<file path="config.mk">
export PLATFORM = sky130hd
export DESIGN_NAME = muldiv_ctrl
export DESIGN_NICKNAME = d
export VERILOG_FILES = /design/src/rtl/cpu_pkg.sv /design/src/rtl/div_iter.sv /design/src/rtl/muldiv_ctrl.sv
export SDC_FILE = /design/constraint.sdc
export NUM_CORES = 2
export LEC_CHECK = 0
export BUFFER_PORTS_ARGS = -buffer_cell sky130_fd_sc_hd__clkbuf_2
export CELL_PAD_IN_SITES_DETAIL_PLACEMENT = 1
export CELL_PAD_IN_SITES_GLOBAL_PLACEMENT = 2
export CORE_UTILIZATION = 42
export CTS_BUF_LIST = sky130_fd_sc_hd__clkbuf_2 sky130_fd_sc_hd__clkbuf_4 sky130_fd_sc_hd__clkbuf_8
export DETAILED_ROUTE_END_ITERATION = 8
export MAX_ROUTING_LAYER = met4
export PLACE_DENSITY_LB_ADDON = 0.05
export SKIP_CTS_REPAIR_TIMING = 1
export SLEW_MARGIN = 20
export SYNTH_ARGS = -nofsm -noshare
export SYNTH_HDL_FRONTEND = slang
export SYNTH_SLANG_ARGS = --single-unit
</file>
<file path="constraint.sdc">
create_clock -name clk -period 9.6 [get_ports clk]
set_clock_uncertainty 0.05 [all_clocks]
set_input_delay 0.48 -clock clk [delete_from_list [all_inputs] [get_ports clk]]
set_output_delay 0.48 -clock clk [all_outputs]
set_load 0.01 [all_outputs]
</file>
<file path="src/rtl/cpu_pkg.sv">
// Shared CPU definitions: HI/LO-class operation codes plus the multiply/divide
// unit's state encoding, result kinds and iteration count.
package cpu_pkg;

    localparam int DIV_CYCLES = 32;

    typedef enum logic [3:0] {
        OP_MULT  = 4'd0,
        OP_MULTU = 4'd1,
        OP_DIV   = 4'd2,
        OP_DIVU  = 4'd3,
        OP_MUL   = 4'd4,
        OP_MTHI  = 4'd5,
        OP_MTLO  = 4'd6,
        OP_MADD  = 4'd7,
        OP_MADDU = 4'd8,
        OP_MSUB  = 4'd9,
        OP_MSUBU = 4'd10
    } operation_t;

    typedef enum logic [2:0] {
        ST_IDLE,
        ST_MUL,
        ST_ACC,
        ST_DIV,
        ST_DONE
    } muldiv_state_t;

    // What the completing cycle does with HI/LO and resp_data.
    typedef enum logic [2:0] {
        RES_PROD,
        RES_GPR,
        RES_ACC,
        RES_DIV,
        RES_DIVZ,
        RES_HI,
        RES_LO,
        RES_ILL
    } res_kind_t;

    function automatic logic op_is_signed(input operation_t op);
        return op inside {OP_MULT, OP_DIV, OP_MUL, OP_MADD, OP_MSUB};
    endfunction

endpackage

</file>
<file path="src/rtl/div_iter.sv">
// Radix-2 restoring unsigned divider: start performs the first of DIV_CYCLES
// iterations, done pulses for one cycle once quotient/remainder are final.
module div_iter
    import cpu_pkg::*;
(
    input  logic        clk,
    input  logic        resetn,
    input  logic        start,
    input  logic        abort,
    input  logic [31:0] dividend,
    input  logic [31:0] divisor,
    output logic        done,
    output logic [31:0] quotient,
    output logic [31:0] remainder
);

    logic [5:0]  cnt;
    logic [31:0] dvs;
    logic [31:0] step_dvs;
    logic [63:0] step_src;
    logic [63:0] step_res;
    logic [32:0] shifted;

    assign step_dvs = start ? divisor : dvs;
    assign step_src = start ? {32'd0, dividend} : {remainder, quotient};

    always_comb begin
        shifted  = {step_src[63:32], step_src[31]};
        step_res = {shifted[31:0], step_src[30:0], 1'b0};
        if (shifted >= {1'b0, step_dvs}) begin
            step_res = {shifted[31:0] - step_dvs, step_src[30:0], 1'b1};
        end
    end

    always_ff @(posedge clk or negedge resetn) begin
        if (!resetn) begin
            cnt       <= '0;
            done      <= 1'b0;
            dvs       <= '0;
            quotient  <= '0;
            remainder <= '0;
        end else if (abort) begin
            cnt  <= '0;
            done <= 1'b0;
        end else if (start) begin
            dvs                   <= divisor;
            {remainder, quotient} <= step_res;
            cnt                   <= 6'(DIV_CYCLES - 1);
            done                  <= 1'b0;
        end else if (cnt != 6'd0) begin
            {remainder, quotient} <= step_res;
            cnt                   <= cnt - 6'd1;
            done                  <= (cnt == 6'd1);
        end else begin
            done <= 1'b0;
        end
    end

endmodule

</file>
<file path="src/rtl/muldiv_ctrl.sv">
// HI/LO multiply/divide controller. Define MULDIV_ACC_EN to execute
// MADD/MADDU/MSUB/MSUBU; otherwise they complete as illegal operations.
module muldiv_ctrl
    import cpu_pkg::*;
#(
    parameter int MUL_LAT = 2
) (
    input  logic        clk,
    input  logic        resetn,
    input  logic        req_valid,
    output logic        req_ready,
    input  operation_t  req_op,
    input  logic [31:0] req_a,
    input  logic [31:0] req_b,
    input  logic        flush,
    output logic        resp_valid,
    output logic [31:0] resp_data,
    output logic        resp_illegal,
    output logic [31:0] hi,
    output logic [31:0] lo,
    output logic        busy
);

    muldiv_state_t state;
    muldiv_state_t first_d;
    res_kind_t     kind_q;
    res_kind_t     kind_d;
    logic [1:0]    mul_cnt;
    logic          accept;
    logic          req_sgn;
    logic [31:0]   a_r;
    logic [31:0]   b_r;
    logic          sgn_r;
    logic          neg_q;
    logic          neg_r;
    logic [31:0]   dvd_abs;
    logic [31:0]   dvs_abs;
    logic          div_start;
    logic          div_done;
    logic [31:0]   div_quo;
    logic [31:0]   div_rem;
    logic signed [32:0] mul_a;
    logic signed [32:0] mul_b;
    logic [63:0]   mul_comb;
    logic [63:0]   mul_final;
`ifdef MULDIV_ACC_EN
    logic          sub_r;
    logic [63:0]   acc_q;
`endif

    assign accept  = req_valid && req_ready && !flush;
    assign req_sgn = op_is_signed(req_op);
    assign dvd_abs = (req_sgn && req_a[31]) ? -req_a : req_a;
    assign dvs_abs = (req_sgn && req_b[31]) ? -req_b : req_b;

    // NOTE: every always_comb output is given a default first so no latch is inferred.
    always_comb begin
        kind_d = RES_ILL;
        case (req_op)
            OP_MULT, OP_MULTU: kind_d = RES_PROD;
            OP_MUL:            kind_d = RES_GPR;
            OP_DIV, OP_DIVU:   kind_d = (req_b == '0) ? RES_DIVZ : RES_DIV;
            OP_MTHI:           kind_d = RES_HI;
            OP_MTLO:           kind_d = RES_LO;
`ifdef MULDIV_ACC_EN
            OP_MADD, OP_MADDU, OP_MSUB, OP_MSUBU: kind_d = RES_ACC;
`endif
            default:           kind_d = RES_ILL;
        endcase

        first_d = ST_DONE;
        case (kind_d)
            RES_PROD, RES_GPR: first_d = (MUL_LAT == 1) ? ST_DONE : ST_MUL;
`ifdef MULDIV_ACC_EN
            RES_ACC:           first_d = (MUL_LAT == 1) ? ST_ACC : ST_MUL;
`endif
            RES_DIV:           first_d = ST_DIV;
            default:           first_d = ST_DONE;
        endcase
    end

    assign div_start = accept && (kind_d == RES_DIV);

    div_iter u_div (
        .clk       (clk),
        .resetn    (resetn),
        .start     (div_start),
        .abort     (flush),
        .dividend  (dvd_abs),
        .divisor   (dvs_abs),
        .done      (div_done),
        .quotient  (div_quo),
        .remainder (div_rem)
    );

    // Operands are held for the whole operation, so the pipeline simply refills.
    assign mul_a    = {sgn_r & a_r[31], a_r};
    assign mul_b    = {sgn_r & b_r[31], b_r};
    assign mul_comb = 64'(mul_a) * 64'(mul_b);

    generate
        if (MUL_LAT > 1) begin : g_pipe
            logic [63:0] pipe [MUL_LAT-1];
            always_ff @(posedge clk) begin
                pipe[0] <= mul_comb;
                for (int i = 1; i < MUL_LAT - 1; i++) pipe[i] <= pipe[i-1];
            end
            assign mul_final = pipe[MUL_LAT-2];
        end else begin : g_comb
            assign mul_final = mul_comb;
        end
    endgenerate

    // NOTE: operand and accumulator registers carry no reset; they are always loaded before use.
    always_ff @(posedge clk) begin
        if (accept) begin
            a_r   <= req_a;
            b_r   <= req_b;
            sgn_r <= req_sgn;
            neg_q <= req_sgn && (req_a[31] ^ req_b[31]);
            neg_r <= req_sgn && req_a[31];
`ifdef MULDIV_ACC_EN
            sub_r <= req_op inside {OP_MSUB, OP_MSUBU};
`endif
        end
`ifdef MULDIV_ACC_EN
        if (state == ST_ACC) acc_q <= sub_r ? {hi, lo} - mul_final : {hi, lo} + mul_final;
`endif
    end

    always_ff @(posedge clk or negedge resetn) begin
        if (!resetn) begin
            state        <= ST_IDLE;
            kind_q       <= RES_ILL;
            mul_cnt      <= '0;
            hi           <= '0;
            lo           <= '0;
            resp_valid   <= 1'b0;
            resp_data    <= '0;
            resp_illegal <= 1'b0;
            busy         <= 1'b0;
            req_ready    <= 1'b1;
        end else begin
            resp_valid   <= 1'b0;
            resp_data    <= '0;
            resp_illegal <= 1'b0;
            case (state)
                ST_IDLE: begin
                    if (accept) begin
                        state     <= first_d;
                        kind_q    <= kind_d;
                        mul_cnt   <= 2'(MUL_LAT - 2);
                        busy      <= 1'b1;
                        req_ready <= 1'b0;
                    end
                end
                ST_MUL: begin
                    if (flush) begin
                        state     <= ST_IDLE;
                        busy      <= 1'b0;
                        req_ready <= 1'b1;
                    end else if (mul_cnt == 2'd0) begin
`ifdef MULDIV_ACC_EN
                        state <= (kind_q == RES_ACC) ? ST_ACC : ST_DONE;
`else
                        state <= ST_DONE;
`endif
                    end else begin
                        mul_cnt <= mul_cnt - 2'd1;
                    end
                end
`ifdef MULDIV_ACC_EN
                ST_ACC: begin
                    if (flush) begin
                        state     <= ST_IDLE;
                        busy      <= 1'b0;
                        req_ready <= 1'b1;
                    end else begin
                        state <= ST_DONE;
                    end
                end
`endif
                ST_DIV: begin
                    if (flush) begin
                        state     <= ST_IDLE;
                        busy      <= 1'b0;
                        req_ready <= 1'b1;
                    end else if (div_done) begin
                        state <= ST_DONE;
                    end
                end
                ST_DONE: begin
                    // A flush arriving now is too late: the result still retires.
                    resp_valid   <= 1'b1;
                    resp_illegal <= (kind_q == RES_ILL);
                    if (kind_q == RES_GPR) resp_data <= mul_final[31:0];
                    case (kind_q)
                        RES_PROD: {hi, lo} <= mul_final;
                        RES_DIV: begin
                            lo <= neg_q ? -div_quo : div_quo;
                            hi <= neg_r ? -div_rem : div_rem;
                        end
                        RES_DIVZ: begin
                            hi <= a_r;
                            lo <= '1;
                        end
                        RES_HI: hi <= a_r;
                        RES_LO: lo <= a_r;
`ifdef MULDIV_ACC_EN
                        RES_ACC: {hi, lo} <= acc_q;
`endif
                        default: ;
                    endcase
                    state     <= ST_IDLE;
                    busy      <= 1'b0;
                    req_ready <= 1'b1;
                end
                default: begin
                    state     <= ST_IDLE;
                    busy      <= 1'b0;
                    req_ready <= 1'b1;
                end
            endcase
        end
    end

endmodule

</file>
==> flow_summary.ini <==
[outcome]
status = complete, no violations

[synthesis]
synth_cell_types = 76
synth_area_leaders = fa_1 (41%), dfrtp_1 (9.4%), inv_1 (8.0%)
syn_inst = 5963
ys_warn_count = 0
synth_top_area_share_pct = 41.1
synth_nets = 7413
yosysSeqAreaShare_pct = 15.6
async_reset_ff_share_pct = 61.7
netlist_area_um2 = 54800
synth_top_cell_by_area = fa_1
synth-edff-count = 67
synth.ff_latch_count = 342
synth.avg_cell_area_um2 = 9.20
synth_ff_type = dfrtp_1

[setup_path]
required_ns = 10.15
critPathArrivalTime_ns = 9.47
endpoint = g_pipe.pipe[0][63]
crit_fanout = 50
cp_num_buf_inv = 8
crit_path_end_kind = register
cp_top_family = adder cells
r2r-end = g_pipe.pipe[0][63]
cp-startpoint = a_r[31]
cp_slowest_cell = a211oi_1
rr_worst_depth = 27
r2r_slack_ns = 0.67
slowest_delay_ns = 0.58
startpoint_type = register
cpMostUsedCell = fa_1
crit_type = reg2reg
worst-path-stages = 27
rr_startpoint = a_r[31]

[sta]
fin_ws_ns = 0.674
setup_viol = 0
drv_slew = 0
hold_violations = 0
finalSetupTns_ns = 0
fin_crit_sh_pct = 93.0
worstMarginPinSlew_ns = 1.14
rsz0062_at_grt = no
maxSlewHeadroom_pct = 23.8
fmax_mhz = 112
post-route-min-period_ns = 8.93

[clock_tree]
cts-root-buf = clkbuf_8
clk_pin_slew_ns = 0.07
clkSinkCount = 342
cts_tree = done
cts_buffer_depth = 3
htree_levels = 2
cts_buffers = 61
clk_latency_ns = 0.71

[die]
io_pins = 172
rows = 132
core_area_um2 = 129000
chipWidth_um = 363
dieHeight_um = 363
dieArea_um2 = 132000
start_util_pct = 42.4

[layout]
fillers = 15000
final_cells = 7843
layout-drive-gt1-share_pct = 7.86
syn_to_final_growth_pct = 8.73
fin_area_um2 = 59600
nets = 7488

[placed_design]
place_congestion = 0.863
place_area_um2 = 58000
dp_hpwl_um = 151000
io_buffer_count = 171
place_ws_ns = 0.680
dp.cells = 7692

[global_routing]
grt_pass1_wl_um = 286000
grt_max_degree = 97
first_global_vias = 44900
track_usage_pct = 29.7
antenna_found_initial = 9
grt-ovfl-total = 0

[route]
wl_met2_um = 86500
drt-initial-drc-count = 2382
drt-total-wl_um = 184000
highest_layer = met4
vias = 41400
drtPass1Iterations = 5
drc = 0
ant_nets = 0
met1Wirelength_um = 86100
detailroute.wirelength.met3_um = 7780
viasPerCell = 5.28
wl_per_cell_um = 23.5

[run]
cap_violations = 0

[min_path]
hp-start = req_a[20]
hp-class = in2reg
[placed cells by master, fill, tap and decap left out, types with 24 or more instances in the layout]
master	Yosys	layout
a21o_1	54	54
a21oi_1	139	138
a221oi_1	29	29
a31oi_1	41	41
and2_1	442	442
and3_1	44	44
buf_4	0	130
clkbuf_2	1	170
clkbuf_8	0	80
dfrtp_1	207	207
dfxtp_1	64	64
dlygate4sd3_1	0	24
edfxtp_1	67	67
fa_1	1126	1126
ha_1	252	252
inv_1	1165	1165
nand2_1	962	962
nand3_1	33	33
nor2_1	198	195
nor3_1	33	32
o21ai_0	169	169
o22ai_1	56	56
o31ai_1	27	27
xnor2_1	131	131
xor2_1	97	97
[flip-flops by register name, indices dropped and copies added (netlist names), 2 cells and up]
name and cells:
lo 32, b_r 32, resp_data 32, state 3, a_r 32, u_div.cnt 6
u_div.remainder 32, mul_cnt 2, g_pipe.pipe 64, u_div.quotient 32, u_div.dvs 32, kind_q 3
hi 32
[cell families (layout without fill, tap and decap cells)]
family / Yosys count / after routing / share of synthesized area (%)
AND/OR/NAND/NOR: 1847 / 1847 / 15.8
buffers and inverters: 1495 / 1623 / 10.3
adder cells (fa/ha/maj): 1378 / 1378 / 46.9
AO/OA/AOI/OAI: 666 / 666 / 7.68
flip-flops: 342 / 342 / 15.6
XOR/XNOR: 228 / 228 / 3.64
multiplexers: 7 / 7 / 0.132
other: 0 / 10 / 0
[layout make-up]
type / count / area [um2] / area share, %
Timing Repair Buffer: 341 / 2390 / 4.01
Clock buffer: 97 / 1230 / 2.06
Inverter: 1166 / 4380 / 7.34
Clock inverter: 19 / 145 / 0.243
Sequential cell: 342 / 8580 / 14.4
Multi-Input combinational cell: 4126 / 40700 / 68.3
Tap cell: 1742 / 2180 / 3.66
Antenna cell: 10 / 25.0 / 0.0420
[metal layers]
metal | global-route usage (%) | up-vias
li1 | - | 18300
met1 | 42.0 | 22100
met2 | 46.6 | 820
met3 | 2.86 | 179
met4 | 6.25 | 0
met5 | - | -
[Yosys cell counts, types with 5 or more instances]
| library cell | instances |
|---|---|
| inv_1 | 1165 |
| fa_1 | 1126 |
| nand2_1 | 962 |
| and2_1 | 442 |
| clkbuf_1 | 313 |
| ha_1 | 252 |
| dfrtp_1 | 207 |
| nor2_1 | 198 |
| o21ai_0 | 169 |
| a21oi_1 | 139 |
| xnor2_1 | 131 |
| xor2_1 | 97 |
| edfxtp_1 | 67 |
| dfxtp_1 | 64 |
| o22ai_1 | 56 |
| a21o_1 | 54 |
| and3_1 | 44 |
| a31oi_1 | 41 |
| nand3_1 | 33 |
| nor3_1 | 33 |
| a221oi_1 | 29 |
| o31ai_1 | 27 |
| or3_1 | 21 |
| a22oi_1 | 19 |
| o21ai_1 | 18 |
| or2_2 | 18 |
| a211oi_1 | 17 |
| or4_1 | 17 |
| nand2b_1 | 16 |
| nor4_1 | 15 |
| o21bai_1 | 15 |
| nand4_1 | 14 |
| o21a_1 | 13 |
| o41ai_1 | 13 |
| nor2b_1 | 12 |
| o211ai_1 | 10 |
| buf_2 | 8 |
| buf_1 | 6 |
| mux2i_1 | 5 |
[per-stage QoR]
stage	hold WS [ns]	utilization, %
after global routing	0.000235	46.0
after CTS	-0.307	45.8
after global placement	0.397	44.7
final	0.0170	46.0
after detailed placement	0.402	44.8
after floorplan	0.134	-
[worst min-delay path by stage]
| stage | end | slack (ns) | cells past startpoint |
|---|---|---|---|
| after CTS | u_div.done | -0.31 | 1 |
| after detailed placement | u_div.dvs[21] | 0.40 | 2 |
| after global placement | u_div.dvs[21] | 0.40 | 2 |
| final | a_r[20] | 0.02 | 1 |
| after floorplan | busy | 0.13 | 0 |
| after global routing | a_r[4] | 0.0002 | 1 |
Power is not shown: default switching activity piles up to over one toggle a cycle in this logic, so the estimate is an artifact.
